==> src/rtl/fixed_point_accumulator.sv <==
// Accumulates NUM_TERMS sign-magnitude Q7.24 products into a 36-bit two's complement sum,
// then rounds and saturates the result to sign-magnitude Q3.12 on a valid/ready output.
module fixed_point_accumulator #(
  parameter int unsigned NUM_TERMS = 4
) (
  input  logic        clk,
  input  logic        rst,
  input  logic        start,
  input  logic        in_valid,
  input  logic [31:0] in_product,
  output logic        in_ready,
  output logic        out_valid,
  input  logic        out_ready,
  output logic [15:0] out_data,
  output logic        out_sat,
  output logic        busy
);

  typedef enum logic [1:0] {IDLE, ACCUM, NORM, DONE} state_t;

  state_t      state, state_nxt;
  logic [35:0] acc;
  logic [4:0]  count;

  logic        beat;
  logic        last_beat;
  logic [35:0] term_mag;
  logic [35:0] term;

  logic [35:0] abs_acc;
  logic [24:0] rounded;
  logic        norm_sat;
  logic [14:0] norm_mag;
  logic        norm_sign;

  assign in_ready  = (state == ACCUM);
  assign out_valid = (state == DONE);
  assign busy      = (state != IDLE);

  assign beat      = in_ready && in_valid;
  assign last_beat = beat && (count == 5'(NUM_TERMS - 1));

  // Negative zero (0x80000000) negates to zero, so it contributes nothing.
  assign term_mag = {5'b0, in_product[30:0]};
  assign term     = in_product[31] ? (~term_mag + 36'd1) : term_mag;

  // Round-half-away-from-zero is done on |acc| so it is symmetric about zero.
  assign abs_acc   = acc[35] ? (~acc + 36'd1) : acc;
  assign rounded   = {1'b0, abs_acc[35:12]} + {24'b0, abs_acc[11]};
  assign norm_sat  = (rounded > 25'h0007FFF);
  assign norm_mag  = norm_sat ? 15'h7FFF : rounded[14:0];
  assign norm_sign = acc[35] && (norm_mag != '0);

  always_ff @(posedge clk) begin
    if (rst) state <= IDLE;
    else     state <= state_nxt;
  end

  always_comb begin
    state_nxt = state;
    unique case (state)
      IDLE:  if (start) state_nxt = ACCUM;
      ACCUM: if (last_beat) state_nxt = NORM;
      NORM:  state_nxt = DONE;
      DONE:  if (out_ready) state_nxt = IDLE;
      default: state_nxt = IDLE;
    endcase
  end

  always_ff @(posedge clk) begin
    if (rst) begin
      acc      <= '0;
      count    <= '0;
      out_data <= '0;
      out_sat  <= 1'b0;
    end else begin
      if (state == IDLE && start) begin
        acc   <= '0;
        count <= '0;
      end else if (beat) begin
        acc   <= acc + term;
        count <= count + 5'd1;
      end
      if (state == NORM) begin
        out_data <= {norm_sign, norm_mag};
        out_sat  <= norm_sat;
      end
    end
  end

endmodule

==> config.mk <==
export PLATFORM = sky130hd
export DESIGN_NAME = fixed_point_accumulator
export DESIGN_NICKNAME = d
export VERILOG_FILES = /design/src/rtl/fixed_point_accumulator.sv
export SDC_FILE = /design/constraint.sdc
export NUM_CORES = 1
export LEC_CHECK = 0
export CAP_MARGIN = 20
export CELL_PAD_IN_SITES_DETAIL_PLACEMENT = 1
export CELL_PAD_IN_SITES_GLOBAL_PLACEMENT = 2
export CORE_ASPECT_RATIO = 1.2
export CORE_MARGIN = 2
export CORE_UTILIZATION = 31
export DETAILED_ROUTE_END_ITERATION = 12
export GPL_ROUTABILITY_DRIVEN = 1
export PLACE_DENSITY = 0.85
export SLEW_MARGIN = 0
export SYNTH_ARGS = -nofsm -noshare
export SYNTH_HDL_FRONTEND = slang
export SYNTH_SLANG_ARGS = --single-unit
==> constraint.sdc <==
create_clock -name clk -period 6.1 [get_ports clk]
set_clock_uncertainty 0.15 [all_clocks]
set_input_delay 1.22 -clock clk [delete_from_list [all_inputs] [get_ports clk]]
set_output_delay 1.22 -clock clk [all_outputs]
set_load 0.01 [all_outputs]
; After elaboration in Yosys (flattened, before gate mapping)
; Index checks and enable logic that the tools add are counted.
[word_totals]
ff_bits = 60
input_bits = 37
out_inout_bits = 20
elab_cells = 36
[classes]
add_sub_neg = 5
n_lt_le_gt_ge = 1
n_eq_ne = 7
muxes = 7
n_bitwise = 2
n_reduce_logical = 9
[ops]
columns = operator, n
row1 = $add 36x1->36 const B, 2
row2 = $mux 36, 2
row3 = $add 36x36->36, 1
row4 = $not 31->36, 1
row5 = $not 36->36, 1
row6 = $add 24x1->25, 1
row7 = $gt 25x15->1 const B, 1
row8 = $mux 15, 1
row9 = $reduce_bool 15->1, 1
row10 = $pmux 2 s4, 1
row11 = $mux 2, 3
row12 = $add 5x1->5 const B, 1
row13 = $eq 5x2->1 const B, 1
row14 = $eq 2x2->1 const B, 2
row15 = $logic_and 1x1->1, 4
row16 = $ne 2x1->1 const B, 2
row17 = $reduce_and 3->1, 1
row18 = $eq 2x1->1 const B, 1
row19 = $logic_not 2->1, 1
row20 = $ne 2x2->1 const B, 1
row21 = $reduce_bool 2->1, 1
row22 = $reduce_or 2->1, 1

; Depth between registers and ports, before layout
; Gate-level depths: netlist of the first run.
[logic_depth]
ltp_word = 8
ltp_mapped = 21
ltp_nobuf = 21

; Worst setup path before layout of the first run
; Ideal clock, no wire load.
[synth_path]
path_kind = input to register
start = input in_product[12]
end = register acc[35]
setup_ns = 0.070
t_arrival_ns = 5.639
required_time_ns = 5.880
setup_slack_ns = 0.241
path_stages = 18
path_buffers = 0
cell_sequence = or4_4 or3_4 or3_1 or3_1 or2_1 or4_4 or2_1 o21ai_1 xnor2_1 ha_1 a21o_1 a21o_1 nor3_1 o211ai_1 a41oi_1 xor2_1 or3_1 a21oi_1
[synth_between]
elab_chain_cells = 4
[synth_lines]
columns = element, line
row1 = start: declaration, 10  ; input logic [31:0] in_product,
row2 = $not 31->36, 45  ; assign term = in_product[31] ? (~term_mag + 36'd1) : term_mag;
row3 = $add 36x1->36, 45
row4 = $mux 36 *, 45
row5 = $add 36x36->36 *, 81  ; acc <= acc + term;
row6 = end signal: assignment, 81
row7 = end: declaration, 22  ; logic [35:0] acc;
; Mark *: on every way between the ends. The rest lies on a longest branch, timed or not.
; A chain may end at the register's enable or synchronous reset.

; Final worst setup path of the first run
; Ends and elaborated chain as after synthesis.

==> run summary, run 1 <==
Initial Util: 0.314
Worst Path Required: 6.22 ns
Crit. End Element: register
Non-Filler Instances: 1,178
CP max stage delay: 0.53 ns
Post-synth top flop: dfxtp_1
Syn Inst Count: 821
Finished Core Util: 0.396
Layout cell share with drive strength beyond 1: 0.133
Most Frequent Cell on Critical Path: or3_4
Yosys warns: 0
CTS max path bufs: 2
Initial antenna violation count: 0
Reg-to-reg slack, setup: 1.29 ns
Worst hold path depth: 2
Register area share after synthesis: 0.197
Final net count: 994
Vias: 6,231
CP Launch Type: input port
Die width: 132 µm
DRT iter0 DRCs: 251
Peak supply drop: 0.187 mV
Most frequent cell after synthesis: nand2_1
CTS tree: built
WL final: 18,200 µm
Via-per-instance ratio: 5.29
Drt first pass iters: 4
Unique masters post-synth: 76
Drt drc: 0
Share of the synthesized area in the top cell type: 0.197
GRT overflow: 0
Setup WS pre-CTS: -0.409 ns
Synth top area cells: dfxtp_1 (20%), xnor2_1 (9.8%), ha_1 (9.0%)
Mapped Nets: 903
Worst slew pin tran: 0.871 ns
Post-synth EDFFs: 0
Commonest cells in the netlist: nand2_1 (102), nor2_1 (75), xnor2_1 (68)
Antenna cells: 0
Register area: 1200 µm²
Critical Path AT: 6.06 ns
Status: finished clean
Critical path, cell by cell: dlymetal6s2s_1, or4_4, or3_4, or3_4, or3_4, or2_4, or4_4, or2_4, o21ai_2, xnor2_1, ha_1, a21o_1, a21o_1, buf_4, o31a_1, a41oi_1, xor2_1, or3_1, a21oi_2
Die area: 20,800 µm²
Critical path's slowest cell: or4_4
Final Hold Fails: 0
Worst setup margin: 0.156 ns
All-Layer GR Usage: 0.176
Setup CP Type: input port to register
Core ar.: 19,400 µm²
Max-slew violations: 0
Multi-input gate area: 4710 µm²
Synth async-reset ratio: 0
TritonCTS Buffers: 9
Die Span Y: 158 µm
Pwr per Cell Area: 307 nW/µm²
I/O pin total: 57
Hold Crit Class: register to register
Slew headroom: 0.416
Row count: 56
Final TNS setup: 0 ns
# setup viols final: 0
Final instance area: 7690 µm²
Min-Delay Endpoint: count[1]
Reg2reg end: out_data[13]
Crit path max fanout: 3
Tmin final: 5.94 ns
Setup crit start: in_product[12]
Area Overhead vs Synth: 26.1%
Hold path startpoint: count[1]
Lkg Pwr: 3.09 nW
Worst r2r src: acc[1]
#FFs+latches synth: 60
Gpl congestion: 0.826
Htree depth: 3
Number of global-route vias before repair: 6,179
Syn Area/Cell: 7.42 µm²
Wirelength per Cell: 15.5 µm
Placed cells: 1,159
R2R depth: 14
Antenna-violating nets left: 0
Clk sink count: 60
IO Port Bufs: 56
Synth area leader: dfxtp_1
Clk slew on worst S/H paths: 0.06 ns
Fill cells: 2,415
Netlist Area Pre-Place: 6090 µm²
Root Driver: clkbuf_16
Post-Place Cell Area: 7280 µm²
Skew-Pair Late Insertion Delay: 0.34 ns
Max frequency: 168 MHz
Pin count of the biggest net entering global routing: 44
Maxcap violations: 0
Tcrit/Tclk final: 0.974
First-pass GRT wire length: 30,600 µm
DP HPWL: 14,300 µm
==> placed cells by master, fill, tap and decap left out, drive strengths merged, types with 6 or more instances in the layout <==
master / instances
nor2: 75
nand2b: 10
buf: 65
o31ai: 11
xnor2: 68
nand4b: 6
nand3: 23
a311oi: 13
dlymetal6s2s: 7
a21oi: 63
or4: 11
or3: 18
mux2i: 6
and3: 10
a21o: 21
nor4: 7
a31oi: 6
nor2b: 7
o21ai: 41
xor2: 20
nand2: 102
o41ai: 7
nand4: 14
ha: 44
nor3: 20
inv: 30
clkdlybuf4s50: 48
a211oi: 13
clkbuf: 10
dfxtp: 60
==> worst max path at each step <==
stage	end	slack, ns
floorplan	acc[35]	0.24
global placement	acc[35]	-0.34
detailed placement	acc[35]	-0.41
CTS	acc[34]	0.004
global route	acc[35]	-0.02
finish	acc[35]	0.16
==> layer usage <==
layer	part of all wire	vias up	routed length, µm	track usage
met4	0.0075	0	137	0.0347
met3	0.018	8	325	0.0179
met2	0.48	63	8720	0.307
met1	0.50	2978	9020	0.237
li1	-	3182	-	-
met5	0	-	0	0
==> through the flow <==
step	power (mW)	hold slack, ns
finish	2.36	0.328
global route	2.57	0.357
CTS	2.38	0.325
detailed placement	1.88	0.317
global placement	1.85	0.312
floorplan	1.46	0.304
==> registers in the layout, summed over array words and instances (netlist names) <==
name and flops:
acc 36, out_data 16, count 5, state 2, out_sat 1
==> cell type report <==
| class | instances | share of cell area |
|---|---|---|
| inverter | 27 | 0.0132 |
| tap | 261 | 0.0425 |
| multi-input combinational | 693 | 0.613 |
| timing repair buffer | 121 | 0.138 |
| sequential | 60 | 0.156 |
| clock buffer | 9 | 0.0293 |
| clock inverter | 7 | 0.00781 |
==> critical path: cells and delay by family <==
family / cells / cell delay, ns
AO/OA/AOI/OAI: 6 / 1.12
XOR/XNOR: 2 / 0.21
adder cells (fa/ha/maj): 1 / 0.31
buffers and inverters: 2 / 0.27
AND/OR/NAND/NOR: 8 / 2.94
==> repair_timing <==
action                     in CTS  in global routing
resized for setup               2                 26
setup endpoints to repair       1                  8
pin swaps                       2                 21
hold buffers                    0                  0
buffers inserted                0                  3
==> power by group <==
group          leakage, nW  switching (mW)  internal (mW)  total [mW]
Combinational         2.48           0.743          0.556        1.30
Sequential           0.487          0.0955          0.472       0.567
Clock                0.131           0.210          0.281       0.491
Total                 3.09            1.05           1.31        2.36
==> cell families (layout without fill, tap and decap cells) <==
family                   Yosys count  after routing  share of synthesized area
multiplexers                       8              8                     0.0135
XOR/XNOR                          88             88                      0.126
AO/OA/AOI/OAI                    225            225                      0.249
flip-flops                        60             60                      0.197
buffers and inverters             68            164                     0.0439
AND/OR/NAND/NOR                  326            326                      0.275
adder cells (fa/ha/maj)           46             46                     0.0953
Note: power is estimated with default switching activity, not from simulation.
==> inputs of run 2 (changes only) <==
--- a/config.mk
+++ b/config.mk
@@ -5,12 +5,13 @@
 export SDC_FILE = /design/constraint.sdc
 export NUM_CORES = 1
 export LEC_CHECK = 0
+export ABC_AREA = 1
 export CAP_MARGIN = 20
 export CELL_PAD_IN_SITES_DETAIL_PLACEMENT = 1
 export CELL_PAD_IN_SITES_GLOBAL_PLACEMENT = 2
 export CORE_ASPECT_RATIO = 1.2
 export CORE_MARGIN = 2
-export CORE_UTILIZATION = 31
+export CORE_UTILIZATION = 29
 export DETAILED_ROUTE_END_ITERATION = 12
 export GPL_ROUTABILITY_DRIVEN = 1
 export PLACE_DENSITY = 0.85
==> run summary, run 2 <==
Post-CTS Setup Inserts: 0 (unchanged)
Skew-Pair Late Insertion Delay: 0.35 ns (about the same)
Die area: 25,600 µm² (+23%)
Quantity of hold-fixing buffers added after cts: 0 (unchanged)
Largest register FFs: 36 (unchanged)
Netlist Area Pre-Place: 7060 µm² (+16%)
Setup CP Type: input port to register
Tcrit/Tclk final: 0.897 (-0.0776)
Commonest cells in the netlist: nand2_1 (211), inv_1 (182), nor2_1 (143)
Most frequent cell after synthesis: nand2_1
Hold path startpoint: out_data[11]
R2R depth: 18 (+4)
Max frequency: 183 MHz (+8.6%)
Drt first pass iters: 4 (unchanged)
Pin count of the biggest net entering global routing: 56 (+27%)
Crit path max fanout: 4 (+1)
CTS tree: built
Row count: 62 (+11%)
Worst Path Required: 6.24 ns (+0.02 ns)
Comb power frac: 0.624 (+0.073)
Pwr per Cell Area: 357 nW/µm² (+16%)
Clk slew on worst S/H paths: 0.06 ns (about the same)
Synth async-reset ratio: 0 (unchanged)
Share of the synthesized area in the top cell type: 0.170 (-0.0269)
Final instance area: 8380 µm² (+9.0%)
Syn Area/Cell: 6.13 µm² (-17%)
Final Hold Fails: 0 (unchanged)
Status: finished clean
WL final: 23,000 µm (+26%)
# setup viols final: 0 (unchanged)
Slew headroom: 0.453 (+0.0374)
P_int: 1.47 mW (+12%)
Syn Inst Count: 1,152 (+40%)
Largest reg by FF count: acc
Clk pwr share: 0.180 (-0.028)
Area Overhead vs Synth: 18.7%
Crit. End Element: register
Max-slew violations: 0 (unchanged)
Sw Share: 0.507 (+0.0627)
Critical Path AT: 5.61 ns (-0.45 ns)
Initial antenna violation count: 0 (unchanged)
Worst slew pin tran: 0.819 ns (-0.0522 ns)
Unique masters post-synth: 48 (-37%)
Worst hold path depth: 2 (unchanged)
Drt drc: 0 (unchanged)
Synth area leader: dfxtp_1
Hold Crit Class: register to register
Power Total: 2.99 mW (+27%)
Largest regs: acc (36), out_data (16), count (5)
Lkg Pwr: 4.14 nW (+34%)
Maxcap violations: 0 (unchanged)
Mapped Nets: 1,234 (+37%)
Tmin final: 5.47 ns (-0.473 ns)
Antenna-violating nets left: 0 (unchanged)
Crit-path leading delay family: simple AND/OR/NAND/NOR gates
Fill cells: 3,239 (+34%)
Seq pwr share: 0.196 (-0.045)
Post-synth EDFFs: 0 (unchanged)
Clk sink count: 60 (unchanged)
CP Launch Type: input port
Initial Util: 0.295 (-0.0186)
DP HPWL: 19,600 µm (+37%)
Most frequent cells in the layout: nand2_1 (211), inv_1 (182), nor2_1 (143)
Post-synth top flop: dfxtp_1
CTS resizes: 0 (-2)
CP max stage delay: 0.42 ns (-0.11 ns)
TritonCTS Buffers: 9 (unchanged)
CTS max path bufs: 2 (unchanged)
Post-Place Cell Area: 8010 µm² (+10%)
First-pass GRT wire length: 37,400 µm (+22%)
Setup crit start: in_product[0]
Commonest non-fill, non-tap cell in the layout: nand2_1
#FFs+latches synth: 60 (unchanged)
Antenna cells: 0 (unchanged)
RSZ-0062 raised after global routing: false
Peak supply drop: 0.124 mV (-33%)
I/O pin total: 57 (unchanged)
Htree depth: 3 (unchanged)
Number of global-route vias before repair: 7,500 (+21%)
Levels on crit path: 28 (+9)
Register area share after synthesis: 0.170 (-0.0269)
Die Span Y: 175 µm (+11%)
Layout cell share with drive strength beyond 1: 0.107 (-0.0264)
IO Port Bufs: 56 (unchanged)
Synth top area cells: dfxtp_1 (17%), nand2_1 (11%), inv_1 (9.7%)
All-Layer GR Usage: 0.182 (+0.00566)
Critical path's slowest cell: clkdlybuf4s50_1
GRT overflow: 0 (unchanged)
Crit path buffers/inverters: 5 (+3)
Reg-to-reg slack, setup: 2.41 ns (+1.12 ns)
Via-per-instance ratio: 4.81 (-9.0%)
Root Driver: clkbuf_16
Switching power: 1.52 mW (+45%)
DRT iter0 DRCs: 231 (-8.0%)
Gpl congestion: 0.846 (+2.4%)
Final net count: 1,296 (+30%)
Wirelength per Cell: 15.0 µm (-3.3%)
Core ar.: 23,900 µm² (+23%)
Die width: 146 µm (+11%)
Yosys warns: 0 (unchanged)
Vias: 7,409 (+19%)
Worst r2r src: acc[35]
-- run 2: cell types whose count changed in the layout (fill, tap and decap cells not counted), moves of 29 or more --
cell,change
inv_1,+156
nand2_1,+110
nor2_1,+69
nand3_1,+56
buf_4,-47
xnor2_1,-36
a21oi_1,+29
-- run 2: power by group through the flow --
stage / registers [mW] / logic (mW) / clock network [mW]
after floorplan: 0.578 / 1.35 / 0
after global placement: 0.594 / 1.83 / 0
after detailed placement: 0.596 / 1.87 / 0
after CTS: 0.588 / 1.88 / 0.550
after global routing: 0.602 / 2.09 / 0.570
final: 0.587 / 1.86 / 0.537
-- run 2: worst reg2reg max path: stages (launching register included) --
cell and delay (ns):
dfxtp_1 0.31, buf_4 0.41, inv_1 0.25, nor2_1 0.18, xor2_1 0.21, ha_1 0.24
ha_1 0.20, inv_1 0.07, a21oi_1 0.21, nand3_2 0.13, nor2_1 0.19, nand4_1 0.10
nand2_1 0.09, nand2_2 0.06, nor3_4 0.22, and2_4 0.30, nand2_8 0.10, o21ai_2 0.12
inv_1 0.04
-- run 2: final cells by class --
class,count,area (µm²),share of cell area
sequential,60,1200,0.143
clock buffer,9,225,0.0269
multi-input combinational,882,5040,0.602
timing repair buffer,75,723,0.0863
inverter,186,701,0.0837
clock inverter,7,82.6,0.00986
tap,320,400,0.0478
-- run 2: cell families (layout without fill, tap and decap cells) --
logic type,after synthesis,count (layout),share of synthesized area
DFF,60,60,0.170
buffers and inverters,210,277,0.120
and+or+nand+nor,558,558,0.375
xor gates and xnor gates,71,71,0.0881
AOI/OAI and AO/OA,208,208,0.166
adders and majority gates,45,45,0.0808
-- run 2: final timing paths --
path | end
hold / removal | out_data[11]
setup / recovery | acc[33]
hold reg to reg | out_data[11]
setup reg to reg | out_data[7]
-- run 2: through the flow --
stage / setup WS (ns) / TNS (ns) / hold slack (ns) / instances / utilization
after floorplan: 1.18 / 0 / 0.305 / 1152 / -
after global placement: 0.0333 / 0 / 0.310 / 1522 / 0.335
after detailed placement: -0.0991 / -0.143 / 0.314 / 1522 / 0.335
after CTS: 0.240 / 0 / 0.331 / 1538 / 0.348
after global routing: 0.0160 / 0 / 0.352 / 1539 / 0.351
final: 0.630 / 0 / 0.328 / 1539 / 0.351
-- run 2: routing by layer --
| layer | vias up | routed length, µm | GRT usage | share of wire |
|---|---|---|---|---|
| li1 | 3866 | - | - | - |
| met1 | 3443 | 10600 | 0.224 | 0.46 |
| met2 | 82 | 11600 | 0.340 | 0.50 |
| met3 | 18 | 491 | 0.0188 | 0.021 |
| met4 | 0 | 311 | 0.0400 | 0.014 |
| met5 | - | 0 | 0 | 0 |
